===== config.mk =====
export PLATFORM = sky130hd
export DESIGN_NAME = cim_stream_rx
export DESIGN_NICKNAME = d
export VERILOG_FILES = /design/src/rtl/cim_stream_rx.sv
export SDC_FILE = /design/constraint.sdc
export NUM_CORES = 1
export LEC_CHECK = 0
export BUFFER_PORTS_ARGS = -buffer_cell sky130_fd_sc_hd__buf_2
export CORE_MARGIN = 8
export CORE_UTILIZATION = 40
export CTS_BUF_LIST = sky130_fd_sc_hd__clkbuf_2 sky130_fd_sc_hd__clkbuf_4 sky130_fd_sc_hd__clkbuf_8
export DETAILED_ROUTE_END_ITERATION = 6
export GPL_TIMING_DRIVEN = 0
export MAX_ROUTING_LAYER = met4
export PLACE_DENSITY = 0.59
export SYNTH_ARGS = -nofsm -noshare
export SYNTH_HDL_FRONTEND = slang
export SYNTH_SLANG_ARGS = --single-unit

===== constraint.sdc =====
create_clock -name clk -period 8.8 [get_ports clk]
set_clock_uncertainty 0.2 [all_clocks]
set_input_delay 0.44 -clock clk [delete_from_list [all_inputs] [get_ports clk]]
set_output_delay 0.44 -clock clk [all_outputs]
set_load 0.02 [all_outputs]

===== src/rtl/cim_stream_rx.sv =====
`default_nettype none
// ============================================================================
// Module      : cim_stream_rx
// Description : Receives parameter-stream and patch-broadcast loads from the
//               CiM bus and turns them into single-word memory write strobes.
// Revision    : 1.0 - initial release
// ============================================================================
module cim_stream_rx #(
    parameter int ID           = 0,
    parameter int N_LANES      = 3,
    parameter int N_STORAGE    = 16,
    parameter int ADDR_W       = 10,
    parameter int CNT_W        = 7,
    parameter int BCAST_BASE   = 0,
    parameter int NUM_CIMS     = 8,
    parameter int BUS_OP_WIDTH = 4,
    parameter logic [BUS_OP_WIDTH-1:0] PARAM_STREAM_START_OP          = 'd1,
    parameter logic [BUS_OP_WIDTH-1:0] PARAM_STREAM_OP                = 'd2,
    parameter logic [BUS_OP_WIDTH-1:0] PATCH_LOAD_BROADCAST_START_OP  = 'd3,
    parameter logic [BUS_OP_WIDTH-1:0] PATCH_LOAD_BROADCAST_OP        = 'd4
) (
    input  logic                              clk,
    input  logic                              rst_n,
    input  logic [BUS_OP_WIDTH-1:0]           bus_op,
    input  logic [N_LANES*N_STORAGE-1:0]      bus_data,
    input  logic [$clog2(NUM_CIMS)-1:0]       bus_target_or_sender,
    output logic                              mem_wr_en,
    output logic [ADDR_W-1:0]                 mem_wr_addr,
    output logic [N_STORAGE-1:0]              mem_wr_data,
    output logic                              is_ready,
    output logic                              done,
    output logic [CNT_W-1:0]                  word_cnt,
    output logic                              overflow_err
);

    localparam int TGT_W = $clog2(NUM_CIMS);
    localparam int LP_W  = (N_LANES > 1) ? $clog2(N_LANES) : 1;
    localparam int SUM_W = ((ADDR_W > CNT_W) ? ADDR_W : CNT_W) + 1;

    localparam logic [TGT_W-1:0]  C_ID        = TGT_W'(ID);
    localparam logic [ADDR_W-1:0] C_BCAST     = ADDR_W'(BCAST_BASE);
    localparam logic [LP_W-1:0]   C_LAST_LANE = LP_W'(N_LANES - 1);

    typedef enum logic [1:0] {
        IDLE     = 2'd0,
        RX_TGT   = 2'd1,
        RX_BCAST = 2'd2
    } state_t;

    state_t                     r_state, w_nx_state;
    logic [BUS_OP_WIDTH-1:0]    r_op;
    logic [TGT_W-1:0]           r_tgt;
    logic [N_LANES*N_STORAGE-1:0] r_data;
    logic [ADDR_W-1:0]          r_base, w_nx_base;
    logic [CNT_W-1:0]           r_len, w_nx_len;
    logic [CNT_W-1:0]           r_word_cnt, w_nx_cnt, w_cnt_inc;
    logic [LP_W-1:0]            r_lane_ptr, w_nx_ptr;
    logic                       r_wr_en, w_nx_wr;
    logic [ADDR_W-1:0]          r_wr_addr, w_nx_addr;
    logic [N_STORAGE-1:0]       r_wr_data, w_nx_data, w_wdata;
    logic                       r_done, w_nx_done;
    logic                       r_ovf, w_nx_ovf;
    logic                       r_ready, w_nx_ready;
    logic                       w_take, w_start_tgt, w_start_bc;
    logic [SUM_W-1:0]           w_sum;
    logic                       w_sum_ovf;
    logic [N_STORAGE-1:0]       w_lanes [N_LANES];

    for (genvar k = 0; k < N_LANES; k++) begin : g_lane
        assign w_lanes[k] = r_data[k*N_STORAGE +: N_STORAGE];
    end

    // Wide enough that neither base nor count is truncated before the range test
    assign w_sum       = SUM_W'(r_base) + SUM_W'(r_word_cnt);
    assign w_sum_ovf   = |w_sum[SUM_W-1:ADDR_W];
    assign w_cnt_inc   = r_word_cnt + 1'b1;
    assign w_start_tgt = (r_op == PARAM_STREAM_START_OP) && (r_tgt == C_ID);
    assign w_start_bc  = (r_op == PATCH_LOAD_BROADCAST_START_OP);

    always_comb begin
        w_nx_state = r_state;
        w_nx_base  = r_base;
        w_nx_len   = r_len;
        w_nx_cnt   = r_word_cnt;
        w_nx_ptr   = r_lane_ptr;
        w_nx_ovf   = r_ovf;
        w_nx_wr    = 1'b0;
        w_nx_addr  = r_wr_addr;
        w_nx_data  = r_wr_data;
        w_nx_done  = 1'b0;
        w_take     = 1'b0;
        w_wdata    = '0;

        if (w_start_tgt || w_start_bc) begin
            w_nx_base = w_start_tgt ? w_lanes[0][ADDR_W-1:0] : C_BCAST;
            w_nx_len  = w_lanes[1][CNT_W-1:0];
            w_nx_cnt  = '0;
            w_nx_ptr  = '0;
            if (w_lanes[1][CNT_W-1:0] == '0) begin
                w_nx_done  = 1'b1;
                w_nx_state = IDLE;
            end else begin
                w_nx_state = w_start_tgt ? RX_TGT : RX_BCAST;
            end
        end else if (r_state == RX_TGT && r_op == PARAM_STREAM_OP && r_tgt == C_ID) begin
            w_take   = 1'b1;
            w_wdata  = w_lanes[r_lane_ptr];
            w_nx_ptr = (r_lane_ptr == C_LAST_LANE) ? '0 : r_lane_ptr + 1'b1;
        end else if (r_state == RX_BCAST && r_op == PATCH_LOAD_BROADCAST_OP) begin
            w_take  = 1'b1;
            w_wdata = w_lanes[0];
        end

        // An out-of-range word still counts toward the load length
        if (w_take) begin
            w_nx_cnt = w_cnt_inc;
            if (w_sum_ovf) begin
                w_nx_ovf = 1'b1;
            end else begin
                w_nx_wr   = 1'b1;
                w_nx_addr = w_sum[ADDR_W-1:0];
                w_nx_data = w_wdata;
            end
            if (w_cnt_inc == r_len) begin
                w_nx_done  = 1'b1;
                w_nx_state = IDLE;
                w_nx_ptr   = '0;
            end
        end

        w_nx_ready = (w_nx_state != RX_TGT) || (w_nx_ptr == '0);
    end

    always_ff @(posedge clk or negedge rst_n) begin
        if (!rst_n) begin
            r_state    <= IDLE;
            r_op       <= '0;
            r_tgt      <= '0;
            r_data     <= '0;
            r_base     <= '0;
            r_len      <= '0;
            r_word_cnt <= '0;
            r_lane_ptr <= '0;
            r_wr_en    <= 1'b0;
            r_wr_addr  <= '0;
            r_wr_data  <= '0;
            r_done     <= 1'b0;
            r_ovf      <= 1'b0;
            r_ready    <= 1'b1;
        end else begin
            r_op       <= bus_op;
            r_tgt      <= bus_target_or_sender;
            r_data     <= bus_data;
            r_state    <= w_nx_state;
            r_base     <= w_nx_base;
            r_len      <= w_nx_len;
            r_word_cnt <= w_nx_cnt;
            r_lane_ptr <= w_nx_ptr;
            r_wr_en    <= w_nx_wr;
            r_wr_addr  <= w_nx_addr;
            r_wr_data  <= w_nx_data;
            r_done     <= w_nx_done;
            r_ovf      <= w_nx_ovf;
            r_ready    <= w_nx_ready;
        end
    end

    assign mem_wr_en    = r_wr_en;
    assign mem_wr_addr  = r_wr_addr;
    assign mem_wr_data  = r_wr_data;
    assign is_ready     = r_ready;
    assign done         = r_done;
    assign word_cnt     = r_word_cnt;
    assign overflow_err = r_ovf;

endmodule
`default_nettype wire


=== After elaboration in Yosys (flattened, before gate mapping) ===
Cells that the tools add are included.

* Bits in registers: 113
* Output and inout bits: 37
* Logic and storage cells: 69

* Add/subtract/negate cells: 3
* Magnitude comparators: 1
* Equal/unequal tests: 9
* Muxes and demuxes: 28
* Bitwise logic cells: 2
* Reductions and logical operators: 12

{| class="wikitable"
|+ Operators by type and width
! kind !! count
|-
| two-way mux 16 bit || 5
|-
| binary-select mux 16 bit (select 2 bit) || 1
|-
| two-way mux 2 bit || 10
|-
| two-way mux 7 bit || 2
|-
| adder 10 x 7 -> 11 bit || 1
|-
| two-way mux 10 bit || 1
|-
| two-way mux 1 bit || 9
|-
| equality test 4 x 2 -> 1 bit, second input constant || 2
|-
| adder 7 x 1 -> 7 bit, second input constant || 1
|-
| equality test 7 bit || 1
|-
| logical NOT 7 bit || 1
|-
| equality test 2 bit, second input constant || 2
|-
| equality test 4 x 1 -> 1 bit, second input constant || 1
|-
| equality test 4 x 3 -> 1 bit, second input constant || 1
|-
| logical AND 1 bit || 4
|-
| AND reduction 2 bit || 2
|-
| greater-or-equal comparator 3 bit, second input constant || 1
|-
| logical NOT 3 bit || 1
|-
| NOT 2 -> 3 bit || 1
|-
| adder 2 x 1 -> 2 bit, second input constant || 1
|-
| equality test 2 x 1 -> 1 bit, second input constant || 1
|-
| logical NOT 2 bit || 1
|-
| logical OR 1 bit || 2
|-
| != test 2 x 1 -> 1 bit, second input constant || 1
|-
| 2 further kinds || 2
|}

=== Logic depth before layout (Yosys ltp) ===
Gate-level depths: netlist of the first run.

* Word-level depth: 9
* Gate-level depth with buffers: 8
* Depth with buffers taken out: 7

=== Worst setup path before layout of the first run ===
OpenSTA, ideal clock, no wires.

* Path type: flip-flop to flip-flop
* Start: register r_word_cnt[0], in the netlist word_cnt[0]
* End: register r_wr_addr[6], in the netlist mem_wr_addr[6]
* Setup time: 0.127 ns
* Data arrival time: 2.617 ns
* Required time: 8.473 ns
* Setup slack: 5.856 ns
* Cell stages (with the launch flop): 8
* Path buffers: 1
* Path through: dfrtp_1 > ha_1 > fa_1 > a211oi_1 > o21bai_4 > a211oi_4 > buf_6 > mux2_1

* Longest elaborated chain between the ends: 3

{| class="wikitable"
|+ Ends and longest elaborated chain
! what !! line !! text
|-
| from (decl) || 56 || <nowiki>logic [CNT_W-1:0] r_word_cnt, w_nx_cnt, w_cnt_inc;</nowiki>
|-
| from (signal assigned) || 157 || <nowiki>r_word_cnt <= w_nx_cnt;</nowiki>
|-
| adder 10 x 7 -> 11 bit * || 74 || <nowiki>assign w_sum = SUM_W'(r_base) + SUM_W'(r_word_cnt);</nowiki>
|-
| NOT 1 bit (no line) || n/a ||
|-
| AND reduction 2 bit (no line) || n/a ||
|-
| to (signal assigned) || 160 || <nowiki>r_wr_addr <= w_nx_addr;</nowiki>
|-
| to (decl) || 59 || <nowiki>logic [ADDR_W-1:0] r_wr_addr, w_nx_addr;</nowiki>
|}

Every way passes the cells marked *; elsewhere a longest branch is shown, timed or not.
A chain may end at the register's enable or synchronous reset.

=== Worst setup path after layout of the first run ===
Same ends and word-level chain as after synthesis.

==> reports/qor.yml, run 1 <==
status:
  outcome: "finished clean"
finish:
  final_cell_area_sq_mm: 0.00639
  antenna_cells: 0
  syn2layout_area_growth_pct: 35.0
  nNetsFinal: 650
  layout-drive-gt1-share_pct: 24.2
  fin_cells: 739
synth:
  syn_area_sq_mm: 0.00473
  synthCells: 415
  synth-seq-area-share_pct: 59.8
  synthTopCellsByArea: "dfrtp_1 (59%), nand3_1 (5.9%), nand2_1 (3.3%), a21oi_1 (2.9%), o22a_1 (2.6%)"
  yosys.area_share.simple_pct: 16.5
  synth_top_area_cell: "dfrtp_1"
  muxShareOfSynthArea_pct: 1.85
  synthesis.nets: 481
  synth_xor_xnor_area_share_pct: 3.97
  synth_top_family_by_area: "simple AND/OR/NAND/NOR gates"
  ys.flop_type: "dfrtp_1"
  postSynth.asyncResetShare_pct: 100
  postSynthAreaPerCell_sq_um: 11.4
  synth_seq_cells: 113
  ys_warn_count: 0
  synth-adder-area-share_pct: 2.54
  synth_compound_area_share_pct: 12.9
  synth_cell_types: 52
  synth-edff-count: 0
  synth_top_area_share_pct: 59.3
sta:
  fin_crit_ns: 3.17
  tightest_slew_ns: 0.785
  slew_headroom_pct: 47.2
  setup_tns_ns: 0
  final.period_utilization_pct: 36.0
  setup_viol: 0
  grt_setup_unrepaired: "no"
  final_max_slew_viol_count: 0
  finalHoldWorstSlack_ns: 0.293
  hold_viol: 0
  fmax_ghz: 0.316
detailed_routing:
  wl_mm: 12.6
  drt-initial-drc-count: 227
  drtAntennaViolNets: 0
  avgViaCountPerCell: 5.18
  drc: 0
  first_pass_iters: 5
  vias: 3828
  wl_per_cell_microns: 17.0
cts:
  clkLatencyLatePin_ns: 0.43
  cts_made_buffers: 17
  cts_tree: "built"
  cts.sinks: 113
  cts_max_level: 4
  root_buffer: "clkbuf_8"
  cts.clk_slew.worst_paths_ns: 0.06
  cts.path.max_buffers: 2
floorplanning:
  core_area_sq_mm: 0.0115
  initial_utilization_pct: 41.2
  die_h_microns: 125
  ios: 94
  die_area_sq_mm: 0.0156
  num_rows: 39
  die_x_microns: 125
run:
  cap_violations: 0
power_and_ir_drop:
  p_per_area_mw_per_mm2: 217
  ir_worst_vdd_uv: 147
  p_leak_uw: 0.00303
critical_path:
  startpoint_type: "flop"
  r2r-end: "mem_wr_addr[6]$_DFFE_PN0P_"
  cp.required_ns: 8.91
  reg2reg_from: "word_cnt[0]$_DFFE_PN0P_"
  cp.arrival_ns: 3.28
  reg2reg_depth: 7
  cp_max_fo: 10
  rrSetupSlack_ns: 5.63
  end_kind: "flop"
  critPathKind: "reg -> reg"
min_path:
  min_path_type: "reg -> reg"
  worstHoldEndpoint: "overflow_err$_DFFE_PN0P_"
  min_delay_path_depth: 1
  min-delay-start: "overflow_err$_DFFE_PN0P_"
grt:
  antenna_found_initial: 0
  grt_pass1_vias: 4151
  grt_max_degree: 61
  gr-total-overflow: 0
  grt_use_total_pct: 17.2
  grt_pass1_wl_mm: 20.8
placed_design:
  dpl_cell_area_sq_mm: 0.00540
  io_buffers: 93
  place_congestion: 0.826
  dp.cells: 652
  dpl.hpwl_mm: 8.88
-- logic make-up (layout without fill, tap and decap cells) --
logic type,after synthesis,in the layout
adder cells (fa/ha/maj),9,9
AND/OR/NAND/NOR,157,157
XOR/XNOR,18,18
flip-flops,113,113
AO/OA/AOI/OAI,86,86
multiplexers,8,8
buffers and inverters,24,205
-- placed cells by master (no fill, tap or decap), drive strengths merged, types with 2 or more instances in the layout --
cell,Yosys,routed
inv,2,2
o22a,14,14
dlygate4sd3,0,56
and3,2,2
mux2i,2,2
nor2,14,14
nand3,56,56
xnor2,9,9
nand2b,15,15
clkbuf,15,37
clkinv,0,6
a21o,4,4
a211oi,3,3
nand2,42,42
a22o,11,11
o21bai,2,2
a21oi,27,27
a31oi,3,3
o21ai,12,12
mux2,6,6
nor3,12,12
xor2,7,7
dfrtp,112,112
buf,7,101
nor4,2,2
bufinv,0,3
nor3b,2,2
ha,8,8
nor2b,6,6
xor3,2,2
-- worst max-delay path, cell delays in order, from the launching register on --
cell and delay (ns):
dfrtp_1 0.48, ha_1 0.27, fa_1 0.42, a211oi_1 0.46
o21bai_4 0.15, a211oi_4 0.51, buf_6 0.22, mux2_1 0.32
-- flip-flops by register name (all words and copies together), names as in the netlist, 2 cells and up --
| name | count |
|---|---|
| mem_wr_addr | 10 |
| mem_wr_data | 16 |
| r_base | 10 |
| r_data | 48 |
| r_lane_ptr | 2 |
| r_len | 7 |
| r_op | 4 |
| r_state | 2 |
| r_tgt | 3 |
| word_cnt | 7 |
-- per-layer routing --
metal | vias up | wire length, microns | global-route usage, %
met5 | - | 0 | -
met4 | 0 | 162 | 6.31
li1 | 1827 | - | -
met3 | 13 | 617 | 4.81
met1 | 1864 | 5800 | 21.3
met2 | 124 | 6010 | 26.4
-- cell usage after synthesis (2+ instances only) --
| cell type | instances |
|---|---|
| nand2_1 | 42 |
| buf_2 | 3 |
| clkbuf_1 | 15 |
| o22a_1 | 14 |
| dfrtp_1 | 112 |
| inv_1 | 2 |
| nor4_1 | 2 |
| mux2i_1 | 2 |
| a21o_1 | 4 |
| mux2_2 | 5 |
| a21oi_1 | 27 |
| ha_1 | 8 |
| nor2_1 | 14 |
| nor3b_1 | 2 |
| nand2b_1 | 15 |
| buf_4 | 2 |
| a22o_1 | 11 |
| xnor2_1 | 9 |
| xor3_1 | 2 |
| nor3_1 | 11 |
| and3_1 | 2 |
| a31oi_1 | 3 |
| nor2b_1 | 6 |
| buf_6 | 2 |
| a211oi_1 | 2 |
| nand3_1 | 56 |
| xor2_1 | 7 |
| o21ai_0 | 11 |
-- report_power, final --
group	switching (uW)	internal, uW	total (uW)
Combinational	131	113	244
Clock	203	307	510
Sequential	48.8	586	635
Total	383	1010	1390
-- worst max path at each step --
| stage | start | to | slack [ns] |
|---|---|---|---|
| CTS | word_cnt[0]$_DFFE_PN0P_ | mem_wr_addr[6]$_DFFE_PN0P_ | 5.58 |
| finish | word_cnt[0]$_DFFE_PN0P_ | mem_wr_addr[6]$_DFFE_PN0P_ | 5.63 |
| floorplan | word_cnt[0]$_DFFE_PN0P_ | mem_wr_addr[6]$_DFFE_PN0P_ | 5.86 |
| detailed placement | word_cnt[0]$_DFFE_PN0P_ | mem_wr_addr[6]$_DFFE_PN0P_ | 5.61 |
| global route | word_cnt[0]$_DFFE_PN0P_ | mem_wr_addr[6]$_DFFE_PN0P_ | 5.41 |
| global placement | word_cnt[0]$_DFFE_PN0P_ | mem_wr_addr[6]$_DFFE_PN0P_ | 5.62 |
-- what timing repair did --
item | in CTS | in global routing
gates resized for setup | 0 | 0
buffers inserted | 0 | 0
hold endpoints to repair | 108 | 0
hold buffers | 56 | 0
-- metrics by stage --
stage	worst slack [ns]	total power, uW	util [%]
6_report	5.63	1390	55.7
5_1_grt	5.41	1460	55.7
4_1_cts	5.58	1400	55.7
3_5_place_dp	5.61	870	47.1
3_3_place_gp	5.62	863	46.9
2_1_floorplan	5.86	768	-
-- cell type report --
class / instances / area [sq um]
multi-input cells: 278 / 1780
plain buffers: 22 / 109
well taps: 143 / 179
clock buffers: 22 / 290
flip-flops and latches: 113 / 2830
inverters: 2 / 7.51
fillers: 971 / 5080
repair buffers: 150 / 1060
clock inverters: 9 / 131
Note: power is estimated with default switching activity, not from simulation.
==> run 2, diff against run 1 <==
==> constraint.sdc (replaced) <==
create_clock -name clk -period 3.3 [get_ports clk]
set_clock_uncertainty 0.2 [all_clocks]
set_input_delay 0.165 -clock clk [delete_from_list [all_inputs] [get_ports clk]]
set_output_delay 0.165 -clock clk [all_outputs]
set_load 0.02 [all_outputs]
==> run 2 against run 1 <==
- flip-flop and latch count is the same
- hold slack lost 0.17 ns
- first-iteration DRC count grew 23%
- non-clock buffer count grew 1
- final area grew 0.12%
- register-to-register slack lost 5.4 ns
- worst setup slack lost 5.4 ns
- total power grew to 2.7 times the previous value
- global-route usage is the same
- largest power group unchanged
==> reports/qor.yml, run 2 (synthesized netlist as in run 1, its figures left out) <==
cts:
  cts.sinks: 113  # unchanged
  root_buffer: "clkbuf_8"
  cts_resized: 0  # unchanged
  clkLatencyLatePin_ns: 0.43  # about the same
  cts.path.max_buffers: 2  # unchanged
  cts_tree: "built"
  cts_max_level: 4  # unchanged
  cts.clk_slew.worst_paths_ns: 0.06  # about the same
  cts_made_buffers: 17  # unchanged
finish:
  layout-drive-gt1-share_pct: 24.3  # +0.13 points
  final_util_pct: 55.8  # +0.066 points
  n_fill_cell: 972  # +0.10%
  final_common_cell: "dfrtp_1"
  final_cell_mix: "dfrtp_1 (112), buf_2 (95), nand3_1 (56), dlygate4sd3_1 (56), nand2_1 (42)"
  antenna_cells: 0  # unchanged
  seqCellArea_sq_mm: 0.00283  # unchanged
  largest_register_ffs: 48  # unchanged
  nNetsFinal: 651  # +0.15%
  syn2layout_area_growth_pct: 35.2
  regMostFlops: "r_data"
  multi_input_comb_area_sq_mm: 0.00178  # unchanged
detailed_routing:
  drt-initial-drc-count: 279  # +23%
  drtAntennaViolNets: 0  # unchanged
  first_pass_iters: 5  # unchanged
  avgViaCountPerCell: 5.19  # +0.28%
  vias: 3844  # +0.42%
  wl_mm: 12.6  # -0.22%
  drc: 0  # unchanged
  wl_per_cell_microns: 17.0  # -0.36%
power_and_ir_drop:
  ir_worst_vdd_uv: 391  # +170%
  p_per_area_mw_per_mm2: 579  # +170%
  seqPwrFrac_pct: 45.8  # about the same
  clkPwrFrac_pct: 36.7  # about the same
  p_int_uw: 2680  # +170%
  swShare_pct: 27.5  # about the same
  p_switching_uw: 1020  # +170%
  p_comb_share_pct: 17.5  # about the same
  p_leak_uw: 0.00303  # +0.18%
sta:
  fin_crit_ns: 3.05  # -0.120 ns
  setup_tns_ns: 0  # unchanged
  tightest_slew_ns: 0.784  # -0.00175 ns
  hold_viol: 0  # unchanged
  setup_viol: 0  # unchanged
  setup_ws_ns: 0.251  # -5.38 ns
  grt_setup_unrepaired: "no"
  slew_headroom_pct: 47.3  # +0.12 points
  final.period_utilization_pct: 92.4  # +56 points
  final_max_slew_viol_count: 0  # unchanged
  fmax_ghz: 0.328  # +4.0%
grt:
  grt_use_total_pct: 17.2  # unchanged
  gr-total-overflow: 0  # unchanged
  grt_max_degree: 61  # unchanged
  antenna_found_initial: 0  # unchanged
  grt_pass1_wl_mm: 20.8  # unchanged
  grt_pass1_vias: 4151  # unchanged
critical_path:
  cp.required_ns: 3.41  # -5.50 ns
  reg2reg_from: "word_cnt[0]$_DFFE_PN0P_"
  end_kind: "flop"
  startpoint_type: "flop"
  reg2reg_depth: 7  # unchanged
  crit_path_end: "mem_wr_addr[3]$_DFFE_PN0P_"
  max_stage_delay_ns: 0.48  # -0.03 ns
  critPathKind: "reg -> reg"
  r2r-end: "mem_wr_addr[3]$_DFFE_PN0P_"
  crit_slowest_cell: "dfrtp_1"
  cp_max_fo: 8  # -2
  crit_chain: "ha_1 -> fa_1 -> a211oi_1 -> o21bai_4 -> a211oi_4 -> buf_4 -> mux2_2"
  startpoint: "word_cnt[0]$_DFFE_PN0P_"
  cp.arrival_ns: 3.15  # -0.13 ns
  rrSetupSlack_ns: 0.25  # -5.38 ns
min_path:
  min_path_type: "in -> async"
floorplanning:
  die_h_microns: 125  # unchanged
  ios: 94  # unchanged
  core_area_sq_mm: 0.0115  # unchanged
  die_x_microns: 125  # unchanged
  initial_utilization_pct: 41.2  # unchanged
  die_area_sq_mm: 0.0156  # unchanged
  num_rows: 39  # unchanged
placed_design:
  dp_slack_ns: 0.105  # -5.50 ns
  dpl.hpwl_mm: 8.88  # unchanged
  io_buffers: 93  # unchanged
  place_congestion: 0.826  # unchanged
run:
  cap_violations: 0  # unchanged
status:
  outcome: "finished clean"
run 2: layout make-up:
| cell class | instances | share of cell area (%) |
|---|---|---|
| sequential | 113 | 44.2 |
| clock inverter | 9 | 2.05 |
| tap | 143 | 2.80 |
| multi-input combinational | 278 | 27.9 |
| clock buffer | 22 | 4.54 |
| buffer | 22 | 1.70 |
| timing repair buffer | 151 | 16.6 |
| inverter | 2 | 0.117 |
run 2: worst min path at each step:
stage                       startpoint                          to  cells after the start
after floorplan                  rst_n              done$_DFF_PN0_                      0
after global placement    bus_data[38]        r_data[38]$_DFF_PN0_                      1
after detailed placement         rst_n     word_cnt[4]$_DFFE_PN0P_                      1
after CTS                        rst_n  mem_wr_addr[1]$_DFFE_PN0P_                      2
after global routing      bus_data[43]        r_data[43]$_DFF_PN0_                      2
final                            rst_n     word_cnt[4]$_DFFE_PN0P_                      2
run 2: what timing repair did:
item                                   CTS  global route
endpoints found under the hold margin  108             0
buffers inserted                         0             1
setup endpoints to repair                0            12
hold buffers                            56             0
run 2: layer usage:
metal	wire, microns	global-route usage, %	up-vias	share of wire, %
met5	0	-	-	0
met4	184	6.31	0	1.5
met3	680	4.81	21	5.4
met2	5940	26.4	132	47
met1	5760	21.3	1865	46
li1	-	-	1826	-
run 2: power groups by stage:
stage | Combinational [uW] | Sequential (uW) | Clock, uW
2_1_floorplan | 226 | 1820 | 0
3_3_place_gp | 590 | 1710 | 0
3_5_place_dp | 605 | 1710 | 0
4_1_cts | 658 | 1690 | 1400
5_1_grt | 710 | 1710 | 1470
6_report | 649 | 1690 | 1360
run 2: per-stage QoR:
| stage | total power, uW | hold WS [ns] | cell area [sq um] | std cells |
|---|---|---|---|---|
| 2_1_floorplan | 2050 | -0.331 | 4730 | 415 |
| 3_3_place_gp | 2300 | 0.0726 | 5370 | 651 |
| 3_5_place_dp | 2320 | 0.0566 | 5400 | 652 |
| 4_1_cts | 3750 | 0.135 | 6390 | 739 |
| 5_1_grt | 3890 | 0.143 | 6390 | 740 |
| 6_report | 3700 | 0.125 | 6390 | 740 |
run 2: worst max-delay path, delay by kind of cell (launching register included):
family	cells	cell delay (ns)
buffers and inverters	1	0.22
multiplexers	1	0.33
adder cells (fa/ha/maj)	2	0.69
AO/OA/AOI/OAI	3	1.00
flip-flops	1	0.48
==> run 3, diff against run 2 <==
==> constraint.sdc (replaced) <==
create_clock -name clk -period 3.3 [get_ports clk]
set_clock_uncertainty 0.2 [all_clocks]
set_input_delay 0 -clock clk [delete_from_list [all_inputs] [get_ports clk]]
set_output_delay 0 -clock clk [all_outputs]
set_load 0.02 [all_outputs]
==> run 3 against run 2 <==
- sequential share of layout area is 3.3 points lower
- first-iteration DRC count is 4.3% higher
- via count increased by 5.7%
- flip-flop and latch count did not move
- final area up 8.1%
- die area did not move
- worst setup slack improved by 0.020 ns
- critical path type unchanged
- largest cell class unchanged
==> reports/qor.yml, run 3 (synthesized netlist as in run 1, its figures left out) <==
run:
  cap_violations: 0  # unchanged
grt:
  antenna_found_initial: 0  # unchanged
  grt_max_degree: 61  # unchanged
  grt_pass1_vias: 4427  # +6.6%
  grt_use_total_pct: 18.3  # +1.1 points
  grt_pass1_wl_mm: 22.2  # +6.9%
  gr-total-overflow: 0  # unchanged
finish:
  antenna_cells: 0  # unchanged
  final_util_pct: 60.3  # +4.5 points
  n_fill_cell: 930  # -4.3%
  final_common_cell: "dfrtp_1"
  layout-drive-gt1-share_pct: 22.7  # -1.6 points
  final_cell_mix: "dfrtp_1 (112), dlygate4sd3_1 (104), buf_2 (95)"
  nNetsFinal: 701  # +7.7%
  largest_register_ffs: 48  # unchanged
  syn2layout_area_growth_pct: 46.1
  regMostFlops: "r_data"
cts:
  cts_tree: "built"
  clkLatencyLatePin_ns: 0.44  # about the same
  cts_made_buffers: 17  # unchanged
  cts_resized: 0  # unchanged
  cts.clk_slew.worst_paths_ns: 0.06  # about the same
  cts.path.max_buffers: 2  # unchanged
  root_buffer: "clkbuf_8"
  cts_max_level: 4  # unchanged
  cts.sinks: 113  # unchanged
detailed_routing:
  wl_per_cell_microns: 17.0  # about the same
  drtAntennaViolNets: 0  # unchanged
  drt-initial-drc-count: 291  # +4.3%
  vias: 4064  # +5.7%
  first_pass_iters: 4  # -1
  avgViaCountPerCell: 5.14  # -0.97%
  wl_mm: 13.4  # +6.8%
  drc: 0  # unchanged
critical_path:
  reg2reg_from: "word_cnt[0]$_DFFE_PN0P_"
  crit_family: "compound AO/OA/AOI/OAI gates"
  crit_chain: "ha_1 -> fa_1 -> a211oi_1 -> o21bai_4 -> a211oi_4 -> buf_4 -> buf_6 -> o221ai_1 -> o21a_1"
  end_kind: "flop"
  cp.arrival_ns: 3.14  # about the same
  cp.required_ns: 3.41  # about the same
  crit_slowest_cell: "dfrtp_1"
  startpoint_type: "flop"
  cp_max_fo: 10  # +2
  critPathBufInv: 2  # +1
  reg2reg_depth: 9  # +2
  rrSetupSlack_ns: 0.27  # +0.02 ns
  max_stage_delay_ns: 0.48  # about the same
  critPathKind: "reg -> reg"
  r2r-end: "mem_wr_data[11]$_DFFE_PN0P_"
sta:
  grt_setup_unrepaired: "no"
  fmax_ghz: 0.330  # +0.65%
  hold_viol: 0  # unchanged
  fin_crit_ns: 3.03  # -0.0198 ns
  slew_headroom_pct: 39.6  # -7.7 points
  final.period_utilization_pct: 91.8  # -0.60 points
  setup_viol: 0  # unchanged
  final_max_slew_viol_count: 0  # unchanged
  tightest_slew_ns: 0.897  # +0.114 ns
  setup_tns_ns: 0  # unchanged
placed_design:
  place_congestion: 0.826  # unchanged
  io_buffers: 93  # unchanged
  dpl.hpwl_mm: 8.88  # unchanged
power_and_ir_drop:
  clkPwrFrac_pct: 36.3  # -0.4 points
  p_leak_uw: 0.00325  # +7.2%
  p_per_area_mw_per_mm2: 544  # -6.0%
  ir_worst_vdd_uv: 415  # +6.2%
  p_int_uw: 2720  # +1.5%
  swShare_pct: 27.6  # about the same
  p_comb_share_pct: 18.7  # +1.2 points
  p_switching_uw: 1040  # +1.6%
  seqPwrFrac_pct: 45.0  # -0.8 points
floorplanning:
  core_area_sq_mm: 0.0115  # unchanged
  num_rows: 39  # unchanged
  die_h_microns: 125  # unchanged
  die_area_sq_mm: 0.0156  # unchanged
  ios: 94  # unchanged
  die_x_microns: 125  # unchanged
  initial_utilization_pct: 41.2  # unchanged
status:
  outcome: "finished clean"
min_path:
  min_delay_path_depth: 2
  worstHoldEndpoint: "r_data[2]$_DFF_PN0_"
  min-delay-start: "bus_data[2]"
  min_path_type: "in -> reg"
==> run 3: worst reg2reg max path, stage by stage (launching register included) <==
cell	delay, ns
dfrtp_1	0.48
ha_1	0.27
fa_1	0.42
a211oi_1	0.46
o21bai_4	0.15
a211oi_4	0.34
buf_4	0.17
buf_6	0.16
o221ai_1	0.13
o21a_1	0.13
==> run 3: layout make-up <==
cell class / count / area, sq um / area share, %
multi-input combinational: 278 / 1780 / 25.8
clock inverter: 9 / 131 / 1.90
tap: 143 / 179 / 2.59
timing repair buffer: 201 / 1580 / 22.9
buffer: 22 / 109 / 1.58
inverter: 2 / 7.51 / 0.109
sequential: 113 / 2830 / 40.9
clock buffer: 22 / 290 / 4.20
==> run 3: repair_timing <==
item / 4_1_cts / 5_1_grt
hold buffers: 105 / 0
hold endpoints to repair: 167 / 0
setup buffers: 0 / 2
setup endpoints to repair: 0 / 12
==> run 3: how the worst max path moves through the flow <==
stage | from | end | slack, ns | cells after the start
floorplan | word_cnt[0]$_DFFE_PN0P_ | mem_wr_addr[6]$_DFFE_PN0P_ | 0.36 | 7
global placement | word_cnt[0]$_DFFE_PN0P_ | mem_wr_addr[6]$_DFFE_PN0P_ | 0.12 | 7
detailed placement | word_cnt[0]$_DFFE_PN0P_ | mem_wr_addr[6]$_DFFE_PN0P_ | 0.11 | 7
CTS | word_cnt[0]$_DFFE_PN0P_ | mem_wr_addr[6]$_DFFE_PN0P_ | 0.08 | 7
global route | word_cnt[0]$_DFFE_PN0P_ | mem_wr_data[9]$_DFFE_PN0P_ | 0.08 | 9
finish | word_cnt[0]$_DFFE_PN0P_ | mem_wr_data[11]$_DFFE_PN0P_ | 0.27 | 9
==> run 3: per-layer routing <==
| metal | routed length, microns | share of wire [%] | up-vias | global-route usage [%] |
|---|---|---|---|---|
| met5 | 0 | 0 | - | - |
| met4 | 171 | 1.3 | 0 | 6.59 |
| met3 | 677 | 5.0 | 13 | 5.02 |
| met2 | 6600 | 49 | 120 | 29.5 |
| met1 | 5980 | 45 | 2004 | 21.5 |
| li1 | - | - | 1927 | - |
==> run 3: metrics by stage <==
step / std cells / cell area (sq um) / hold WS [ns] / total power, uW / setup slack, ns
floorplan: 415 / 4730 / -0.496 / 2050 / 0.356
finish: 790 / 6910 / 0.0258 / 3760 / 0.271
global route: 790 / 6910 / 0.00149 / 3950 / 0.0810
CTS: 788 / 6890 / 0.00228 / 3790 / 0.0799
global placement: 651 / 5370 / -0.0924 / 2300 / 0.122
detailed placement: 652 / 5400 / -0.108 / 2320 / 0.105
==> run 3: power groups by stage <==
stage | Combinational (uW) | Clock (uW) | Sequential (uW)
after CTS | 704 | 1400 | 1690
after floorplan | 226 | 0 | 1820
after global routing | 765 | 1470 | 1710
after global placement | 590 | 0 | 1710
final | 703 | 1370 | 1690
after detailed placement | 605 | 0 | 1710
